### config.mk
export PLATFORM = sky130hd
export DESIGN_NAME = lcd_pattern_gen
export DESIGN_NICKNAME = d
export VERILOG_FILES = /design/src/rtl/lcd_pattern_gen.sv
export SDC_FILE = /design/constraint.sdc
export NUM_CORES = 1
export LEC_CHECK = 0
export CAP_MARGIN = 10
export CORE_UTILIZATION = 40
export CTS_BUF_LIST = sky130_fd_sc_hd__clkbuf_8
export CTS_CLUSTER_DIAMETER = 150
export DETAILED_ROUTE_END_ITERATION = 10
export HOLD_SLACK_MARGIN = 0.08
export PLACE_DENSITY = 0.74
export SYNTH_ARGS = -nofsm -noshare
export SYNTH_HDL_FRONTEND = slang
export SYNTH_SLANG_ARGS = --single-unit
### constraint.sdc
create_clock -name clk -period 2.6 [get_ports clk]
set_input_delay 0.52 -clock clk [delete_from_list [all_inputs] [get_ports clk]]
set_output_delay 0.52 -clock clk [all_outputs]
set_load 0.02 [all_outputs]
### src/rtl/lcd_pattern_gen.sv
// lcd_pattern_gen: resolution-aware test-pattern source (solid, bars, checker, grey ramp) for the LCD pixel writer.
// Optional horizontal scroll per frame is enabled by defining LCD_PATTERN_SCROLL_EN.
`default_nettype none

module lcd_pattern_gen #(
    parameter int H_ACTIVE    = 480,
    parameter int V_ACTIVE    = 272,
    parameter int CHECK_LOG2  = 4,
    parameter int GRAD_SHIFT  = 1,
    parameter int FRAME_CNT_W = 16
) (
    input  logic                   clk,
    input  logic                   rst,
    input  logic [1:0]             mode,
    input  logic [23:0]            color_fg,
    input  logic [23:0]            color_bg,
    input  logic                   enable,
    input  logic                   frame_sync,
    input  logic                   data_req,
    output logic [23:0]            rgb,
    output logic                   data_valid,
    output logic                   frame_start,
    output logic [FRAME_CNT_W-1:0] frame_cnt
);

    localparam int BAR_W = H_ACTIVE / 8;
    localparam int XW    = $clog2(H_ACTIVE);
    localparam int YW    = (V_ACTIVE > 1) ? $clog2(V_ACTIVE) : 1;
    localparam int BW    = (BAR_W > 1) ? $clog2(BAR_W) : 1;
    localparam int RW    = XW - GRAD_SHIFT;

    localparam logic [XW-1:0] X_LAST = XW'(H_ACTIVE - 1);
    localparam logic [YW-1:0] Y_LAST = YW'(V_ACTIVE - 1);
    localparam logic [BW-1:0] B_LAST = BW'(BAR_W - 1);

    localparam logic [1:0] M_SOLID = 2'd0;
    localparam logic [1:0] M_BARS  = 2'd1;
    localparam logic [1:0] M_CHECK = 2'd2;
    localparam logic [1:0] M_RAMP  = 2'd3;

    logic [XW-1:0]          x_q, x_d;
    logic [YW-1:0]          y_q, y_d;
    logic [2:0]             bidx_q, bidx_d;
    logic [BW-1:0]          bcnt_q, bcnt_d;
    logic [1:0]             mode_q, mode_d;
    logic [23:0]            fg_q, fg_d;
    logic [23:0]            bg_q, bg_d;
    logic [23:0]            rgb_q, rgb_d;
    logic                   valid_q, valid_d;
    logic                   fstart_q, fstart_d;
    logic [FRAME_CNT_W-1:0] fcnt_q, fcnt_d;

    // Position/bar state as seen by this cycle's request (frame_sync forces the origin)
    logic [XW-1:0] w_x, w_xs;
    logic [YW-1:0] w_y;
    logic [2:0]    w_bidx;
    logic [BW-1:0] w_bcnt;
    logic          w_origin;
    logic [1:0]    w_mode;
    logic [23:0]   w_fg, w_bg, w_pix;
    logic          w_cx, w_cy;
    logic [7:0]    w_grey;

`ifdef LCD_PATTERN_SCROLL_EN
    logic [XW-1:0] off_q, off_d, xs_q, xs_d;
    logic [2:0]    oidx_q, oidx_d;
    logic [BW-1:0] ocnt_q, ocnt_d;
`endif

    function automatic logic [BW+2:0] bar_step(input logic [2:0] idx, input logic [BW-1:0] cnt);
        if (idx == 3'd7)
            return {idx, cnt};
        else if (cnt == B_LAST)
            return {idx + 3'd1, {BW{1'b0}}};
        else
            return {idx, cnt + 1'b1};
    endfunction

    function automatic logic [23:0] bar_color(input logic [2:0] idx);
        case (idx)
            3'd0:    return 24'hFFFFFF;
            3'd1:    return 24'hFFFF00;
            3'd2:    return 24'h00FFFF;
            3'd3:    return 24'h00FF00;
            3'd4:    return 24'hFF00FF;
            3'd5:    return 24'hFF0000;
            3'd6:    return 24'h0000FF;
            default: return 24'h000000;
        endcase
    endfunction

    assign w_x = frame_sync ? '0 : x_q;
    assign w_y = frame_sync ? '0 : y_q;
`ifdef LCD_PATTERN_SCROLL_EN
    assign w_xs   = frame_sync ? off_q  : xs_q;
    assign w_bidx = frame_sync ? oidx_q : bidx_q;
    assign w_bcnt = frame_sync ? ocnt_q : bcnt_q;
`else
    assign w_xs   = w_x;
    assign w_bidx = frame_sync ? 3'd0 : bidx_q;
    assign w_bcnt = frame_sync ? '0   : bcnt_q;
`endif
    assign w_origin = (w_x == '0) && (w_y == '0);

    // Pixel (0,0) uses the live inputs it is latching into the shadows
    assign w_mode = w_origin ? mode     : mode_q;
    assign w_fg   = w_origin ? color_fg : fg_q;
    assign w_bg   = w_origin ? color_bg : bg_q;

    generate
        if (CHECK_LOG2 < XW) begin : g_cx_bit
            assign w_cx = w_xs[CHECK_LOG2];
        end else begin : g_cx_zero
            assign w_cx = 1'b0;
        end
        if (CHECK_LOG2 < YW) begin : g_cy_bit
            assign w_cy = w_y[CHECK_LOG2];
        end else begin : g_cy_zero
            assign w_cy = 1'b0;
        end
        if (RW > 8) begin : g_ramp_sat
            logic [XW-1:0] w_sh;
            assign w_sh   = w_xs >> GRAD_SHIFT;
            assign w_grey = (|w_sh[XW-1:8]) ? 8'hFF : w_sh[7:0];
        end else begin : g_ramp_narrow
            assign w_grey = 8'(w_xs >> GRAD_SHIFT);
        end
    endgenerate

    always_comb begin
        w_pix = w_bg;
        if (enable) begin
            case (w_mode)
                M_SOLID: w_pix = w_fg;
                M_BARS:  w_pix = bar_color(w_bidx);
                M_CHECK: w_pix = (w_cx ^ w_cy) ? w_bg : w_fg;
                M_RAMP:  w_pix = {w_grey, w_grey, w_grey};
                default: w_pix = w_bg;
            endcase
        end
    end

    always_comb begin
        x_d      = x_q;
        y_d      = y_q;
        bidx_d   = bidx_q;
        bcnt_d   = bcnt_q;
        mode_d   = mode_q;
        fg_d     = fg_q;
        bg_d     = bg_q;
        rgb_d    = rgb_q;
        fcnt_d   = fcnt_q;
        valid_d  = data_req;
        fstart_d = data_req && w_origin;
`ifdef LCD_PATTERN_SCROLL_EN
        off_d    = off_q;
        xs_d     = xs_q;
        oidx_d   = oidx_q;
        ocnt_d   = ocnt_q;
`endif
        if (frame_sync) begin
            x_d    = '0;
            y_d    = '0;
            bidx_d = w_bidx;
            bcnt_d = w_bcnt;
`ifdef LCD_PATTERN_SCROLL_EN
            xs_d   = off_q;
`endif
        end
        if (data_req) begin
            rgb_d = w_pix;
            if (w_origin) begin
                mode_d = mode;
                fg_d   = color_fg;
                bg_d   = color_bg;
            end
            if (w_x == X_LAST) begin
                x_d = '0;
                if (w_y == Y_LAST) begin
                    y_d    = '0;
                    fcnt_d = fcnt_q + 1'b1;
`ifdef LCD_PATTERN_SCROLL_EN
                    if (off_q == X_LAST) begin
                        off_d  = '0;
                        oidx_d = 3'd0;
                        ocnt_d = '0;
                    end else begin
                        off_d            = off_q + 1'b1;
                        {oidx_d, ocnt_d} = bar_step(oidx_q, ocnt_q);
                    end
`endif
                end else begin
                    y_d = w_y + 1'b1;
                end
`ifdef LCD_PATTERN_SCROLL_EN
                // Each line restarts at the (possibly just advanced) frame offset
                xs_d   = off_d;
                bidx_d = oidx_d;
                bcnt_d = ocnt_d;
`else
                bidx_d = 3'd0;
                bcnt_d = '0;
`endif
            end else begin
                x_d = w_x + 1'b1;
`ifdef LCD_PATTERN_SCROLL_EN
                if (w_xs == X_LAST) begin
                    xs_d   = '0;
                    bidx_d = 3'd0;
                    bcnt_d = '0;
                end else begin
                    xs_d             = w_xs + 1'b1;
                    {bidx_d, bcnt_d} = bar_step(w_bidx, w_bcnt);
                end
`else
                {bidx_d, bcnt_d} = bar_step(w_bidx, w_bcnt);
`endif
            end
        end
    end

    always_ff @(posedge clk or negedge rst) begin
        if (!rst) begin
            x_q      <= '0;
            y_q      <= '0;
            bidx_q   <= 3'd0;
            bcnt_q   <= '0;
            mode_q   <= 2'd0;
            fg_q     <= 24'd0;
            bg_q     <= 24'd0;
            rgb_q    <= 24'd0;
            valid_q  <= 1'b0;
            fstart_q <= 1'b0;
            fcnt_q   <= '0;
`ifdef LCD_PATTERN_SCROLL_EN
            off_q    <= '0;
            xs_q     <= '0;
            oidx_q   <= 3'd0;
            ocnt_q   <= '0;
`endif
        end else begin
            x_q      <= x_d;
            y_q      <= y_d;
            bidx_q   <= bidx_d;
            bcnt_q   <= bcnt_d;
            mode_q   <= mode_d;
            fg_q     <= fg_d;
            bg_q     <= bg_d;
            rgb_q    <= rgb_d;
            valid_q  <= valid_d;
            fstart_q <= fstart_d;
            fcnt_q   <= fcnt_d;
`ifdef LCD_PATTERN_SCROLL_EN
            off_q    <= off_d;
            xs_q     <= xs_d;
            oidx_q   <= oidx_d;
            ocnt_q   <= ocnt_d;
`endif
        end
    end

    assign rgb         = rgb_q;
    assign data_valid  = valid_q;
    assign frame_start = fstart_q;
    assign frame_cnt   = fcnt_q;

endmodule

`default_nettype wire

# Yosys cells after proc, flatten, opt, wreduce, memory -nomap -nowiden
# Index checks and enable logic that the tools add are counted.
# totals
register_bits	119
elab_cells	62
# classes
n_eq_ne	13
n_bitwise	1
mux	24
add_sub_neg	5
reduce_logical	8
# op_table
op	count
one-hot mux 24 bit (7 select lines)	1
two-way mux 24 bit	4
one-hot mux 24 bit (4 select lines)	1
two-way mux 9 bit	9
two-way mux 6 bit	4
adder 9 x 1 -> 9 bit (second input constant)	2
== test 9 bit (second input constant)	2
zero test 9 bit	2
adder 16 x 1 -> 16 bit (second input constant)	1
== test 3 bit (second input constant)	4
two-way mux 3 bit	4
adder 6 x 1 -> 6 bit (second input constant)	1
== test 3 x 2 -> 1 bit (second input constant)	2
== test 6 bit (second input constant)	1
== test 2 bit (second input constant)	2
adder 3 x 1 -> 3 bit (second input constant)	1
== test 3 x 1 -> 1 bit (second input constant)	1
zero test 3 bit	1
AND reduction 3 bit	1
== test 2 x 1 -> 1 bit (second input constant)	1
logical AND 1 bit	2
zero test 2 bit	1
two-way mux 2 bit	1
nonzero test 2 bit	1
XOR 1 bit	1

# Longest topological paths before layout
# depth
depth_word	7
ltp_mapped	13
depth_no_buf	11

# Worst setup path after synthesis
# No wires, ideal clock.
# synth_timing
path_kind	input port to flip-flop
startpoint	input port frame_sync
endpoint	register fcnt_q[15], in the netlist frame_cnt[15]
path_stages	12
path_slack_ns	-0.488
arrival_time_ns	3.008
setup_time_ns	0.079
t_required_ns	2.521
n_path_buf	2
path_cell_list	inv_1 clkbuf_1 nand2_1 inv_1 ha_1 nand2_1 or4_1 clkbuf_1 nor4_4 nand3_1 nor4_1 xor2_1
# synth_between
elab_chain_cells	3
word_cells_on_any_way	5
# synth_rtl
item	line_no	rtl
start, declared	18	input logic frame_sync,
two-way mux 9 bit (on tied branches)	n/a	
== test 9 bit (on tied branches)	177, 179	
AND reduction 3 bit (no source line) (*)	n/a	
end signal, assigned	252	fcnt_q <= fcnt_d;
end, declared	51	logic [FRAME_CNT_W-1:0] fcnt_q, fcnt_d;
# Mark *: on every way between the ends. The rest lies on a longest branch, timed or not.
# A chain may end at the register's enable or synchronous reset.

# Worst setup path after layout
# layout_timing
startpoint	register y_q[0]
endpoint	register rgb_q[15], in the netlist rgb[15]
# layout_between
elab_chain_cells	7
word_cells_on_any_way	13
# layout_rtl
item	line_no	rtl
start, declared	42	logic [YW-1:0] y_q, y_d;
start signal, assigned	243	y_q <= y_d;
two-way mux 9 bit (*)	93	assign w_y = frame_sync ? '0 : y_q;
zero test 9 bit (*)	103	assign w_origin = (w_x == '0) && (w_y == '0);
logical AND 1 bit (*)	103	
two-way mux 2 bit / two-way mux 24 bit (equally long branches)	n/a	
== test 2 bit (tied with other cells)	133	case (w_mode)
one-hot mux 24 bit (4 select lines)	133	
two-way mux 24 bit (*)	132	if (enable) begin
end signal, assigned	249	rgb_q <= rgb_d;
end, declared	48	logic [23:0] rgb_q, rgb_d;
# Marks and branches as above.

==> results.md <==
- Clock sinks: 119
- Placer Congestion: 0.857
- Total negative slack: -2.19 ns
- I/O Buffers: 96
- Clk_skew: 0.0161 ns
- Fin Hold WS: 0.0755 ns
- Grt ovf: 0
- Tmin final: 2.73 ns
- Worst vdd ir: 0.495 mV
- Final Hold Fails: 0
- Clock Latency Late Sink: 0.46 ns
- Initial core utilization: 0.411
- Final Net Count: 939
- Filler cell count: 1334
- Most common cell after layout, fill and taps aside: dfrtp_1
- CP Data Required Time: 2.93 ns
- Largest net degree at the start of global routing: 46
- Total Die Area: 17600 µm²
- Clk root buf: clkbuf_8
- Period utilization: 1.05
- Row cnt: 47
- Worst Hold Class: primary input to asynchronous set/reset pin
- Final Power: 5.61 mW
- Synth Area in Simple Gates: 0.176
- Synth Area in Adders: 0.0147
- Ys Warns: 0
- Synthesized net count: 748
- Max-cap violations: 0
- Unrepaired setup endpoints after global routing: yes
- Clock transition at path regs: 0.08 ns
- Initial antenna violation count: 0
- First-pass GRT wire length: 32800 µm
- DIE HEIGHT: 133 µm
- Vias per cell: 5.98
- Xor/xnor share of the synthesized area: 0.0360
- Number of global-route vias before repair: 6471
- Slew @ Worst Pin: 0.624 ns
- Wire per inst: 20.5 µm
- Die W: 133 µm
- Crit. End Element: flip-flop
- Total wire length: 22700 µm
- Max-slew headroom: 0.573
- Compound-Gate Fraction of Synth Area: 0.148
- Startpoint types: flip-flop
- Avg Cell Area, Syn: 9.95 µm²
- Worst Path Max Fanout: 6
- Setup CP Type: flip-flop to flip-flop
- Synthesis-stage register bit count: 119
- Endpoints failing setup: 62
- P_leak: 4.29 nW
- Pwr Density: 562 nW/µm²
- GRT Total Usage: 0.235
- DP HPWL: 13800 µm
- Share of cells above drive strength 1: 0.318
- Residual DRC: 0
- Count of different cell masters after synthesis: 65
- H-tree Lvls: 4
- Failing checks: negative setup slack
- Critical Path AT: 3.06 ns
- Via count: 6634
- Max Clock Freq: 366 MHz
- I/O pin cnt: 97
- Most frequent cells in the layout: dfrtp_1 (119), clkdlybuf4s50_1 (94), buf_4 (84)
- Post-synth EDFFs: 0
- Number of diodes: 0
- Initial DRC Count: 693
- Total core area: 16600 µm²
- Worst setup slack after layout: -0.130 ns
- Main combinational cell family by area after synthesis: simple AND/OR/NAND/NOR gates
- TritonCTS clock tree: yes
- CTS Buf Count: 17
- Post-route ant nets: 0
- Drt pass-1 iters: 5
- Netlist Area Pre-Place: 6820 µm²
- Max Transition Viols Final: 0
- CTS max path bufs: 2
- Mapped Cells: 685
- Post-synth ARST share: 1.00
- Synthesis-to-finish area growth: 46.5%
- Seq/Total Area, Yosys: 0.437
- Multiplexer area fraction after synthesis: 0.151
- Status: finished with violations
- Dominant synthesized flop cell: dfrtp_1
## flip-flops by register name, summed over array words and instances (netlist names), 3 cells and up
register	count
bg_q	24
rgb	24
bidx_q	3
x_q	9
frame_cnt	16
y_q	9
fg_q	24
bcnt_q	6
## worst paths after layout
check / slack [ns] / from / end / depth (start not counted)
min in group clk: 0.47 / frame_cnt[15] / frame_cnt[15] / 1
worst max register to register: -0.13 / y_q[0] / rgb[15] / 10
worst max-delay path: -0.13 / y_q[0] / rgb[15] / 10
worst min register to register: 0.47 / frame_cnt[15] / frame_cnt[15] / 1
worst min-delay path: 0.08 / rst / frame_cnt[4] / 1
max in group asynchronous: 1.85 / rst / fg_q[10] / 2
## cell families after synthesis
| family | Yosys count |
|---|---|
| simple gates | 238 |
| compound gates | 141 |
| flops | 119 |
| mux | 95 |
| buf+inv | 56 |
| xor+xnor | 28 |
| fa+ha+maj | 8 |
## cell usage after synthesis, types with 3 or more instances
| cell type | instances | area share |
|---|---|---|
| nor2b_1 | 14 | 0.013 |
| mux2i_1 | 39 | 0.057 |
| nor3b_1 | 4 | 0.0044 |
| and3_1 | 5 | 0.0046 |
| nand4_1 | 7 | 0.0064 |
| or4_1 | 3 | 0.0033 |
| o221ai_1 | 11 | 0.014 |
| nand3b_1 | 11 | 0.012 |
| o21ai_1 | 3 | 0.0022 |
| buf_1 | 5 | 0.0028 |
| o22ai_1 | 11 | 0.010 |
| or3_1 | 8 | 0.0073 |
| nor4_1 | 5 | 0.0046 |
| mux2_2 | 55 | 0.091 |
| dfrtp_1 | 119 | 0.44 |
| o311ai_0 | 6 | 0.0077 |
| nand2b_1 | 6 | 0.0055 |
| nand3_1 | 26 | 0.019 |
| inv_1 | 14 | 0.0077 |
| o32ai_1 | 3 | 0.0039 |
| a22oi_1 | 4 | 0.0044 |
| a21oi_1 | 36 | 0.026 |
| o21ai_0 | 17 | 0.012 |
| a31oi_1 | 8 | 0.0073 |
| ha_1 | 8 | 0.015 |
| a211o_1 | 4 | 0.0051 |
| xor2_1 | 12 | 0.015 |
| nor3_1 | 14 | 0.010 |
| o31ai_1 | 5 | 0.0055 |
| buf_6 | 3 | 0.0050 |
| xnor2_1 | 16 | 0.021 |
| nor2_1 | 46 | 0.025 |
| buf_2 | 12 | 0.0088 |
| a221o_1 | 10 | 0.015 |
| nand2_1 | 76 | 0.042 |
| clkbuf_1 | 21 | 0.012 |
| a32oi_1 | 3 | 0.0039 |
## timing repair
| action | in CTS | in global routing |
|---|---|---|
| setup buffers | 4 | 11 |
| hold endpoints to repair | 0 | 0 |
| hold buffers | 0 | 0 |
| resized for setup | 34 | 78 |
| pin swaps | 17 | 33 |
| cloned | 1 | 10 |
| endpoints found under the setup margin | 92 | 82 |
## metal layers
| metal | part of all wire | track usage | wire length (µm) |
|---|---|---|---|
| met5 | 0 | 0 | 0 |
| met4 | 0.033 | 0.0881 | 753 |
| met3 | 0.077 | 0.0625 | 1760 |
| met2 | 0.47 | 0.371 | 10700 |
| met1 | 0.42 | 0.310 | 9540 |
## area by class of cell
class	instances	area (µm²)	share of cell area
repair buffers	213	2170	0.217
clock buffers	18	248	0.0248
multi-input cells	511	4060	0.407
inverters	14	58.8	0.00589
clock inverters	14	198	0.0198
flip-flops and latches	119	2980	0.298
well taps	220	275	0.0276
## where the power goes
part	internal [mW]	switching, mW
Clock	1.08	0.856
Sequential	2.05	0.160
Combinational	0.739	0.721
## stage by stage
step,util,area [µm²],cells,setup slack [ns]
final,0.602,9980,1109,-0.130
after global routing,0.602,9980,1109,-0.172
after CTS,0.560,9280,1089,-0.180
after detailed placement,0.524,8690,1052,-1.05
after global placement,0.524,8690,1052,-0.980
after floorplan,-,6920,685,-0.367
## worst max-delay path, stage by stage (launching register included)
cell and delay (ns):
dfrtp_1 0.38, nor2b_4 0.13, inv_2 0.06, ha_4 0.12, or4bb_4 0.56, buf_6 0.15
o41a_4 0.45, mux2i_4 0.24, a31o_4 0.26, a21oi_2 0.13, o221ai_1 0.11
No activity file was read; power rests on OpenSTA's default activity.
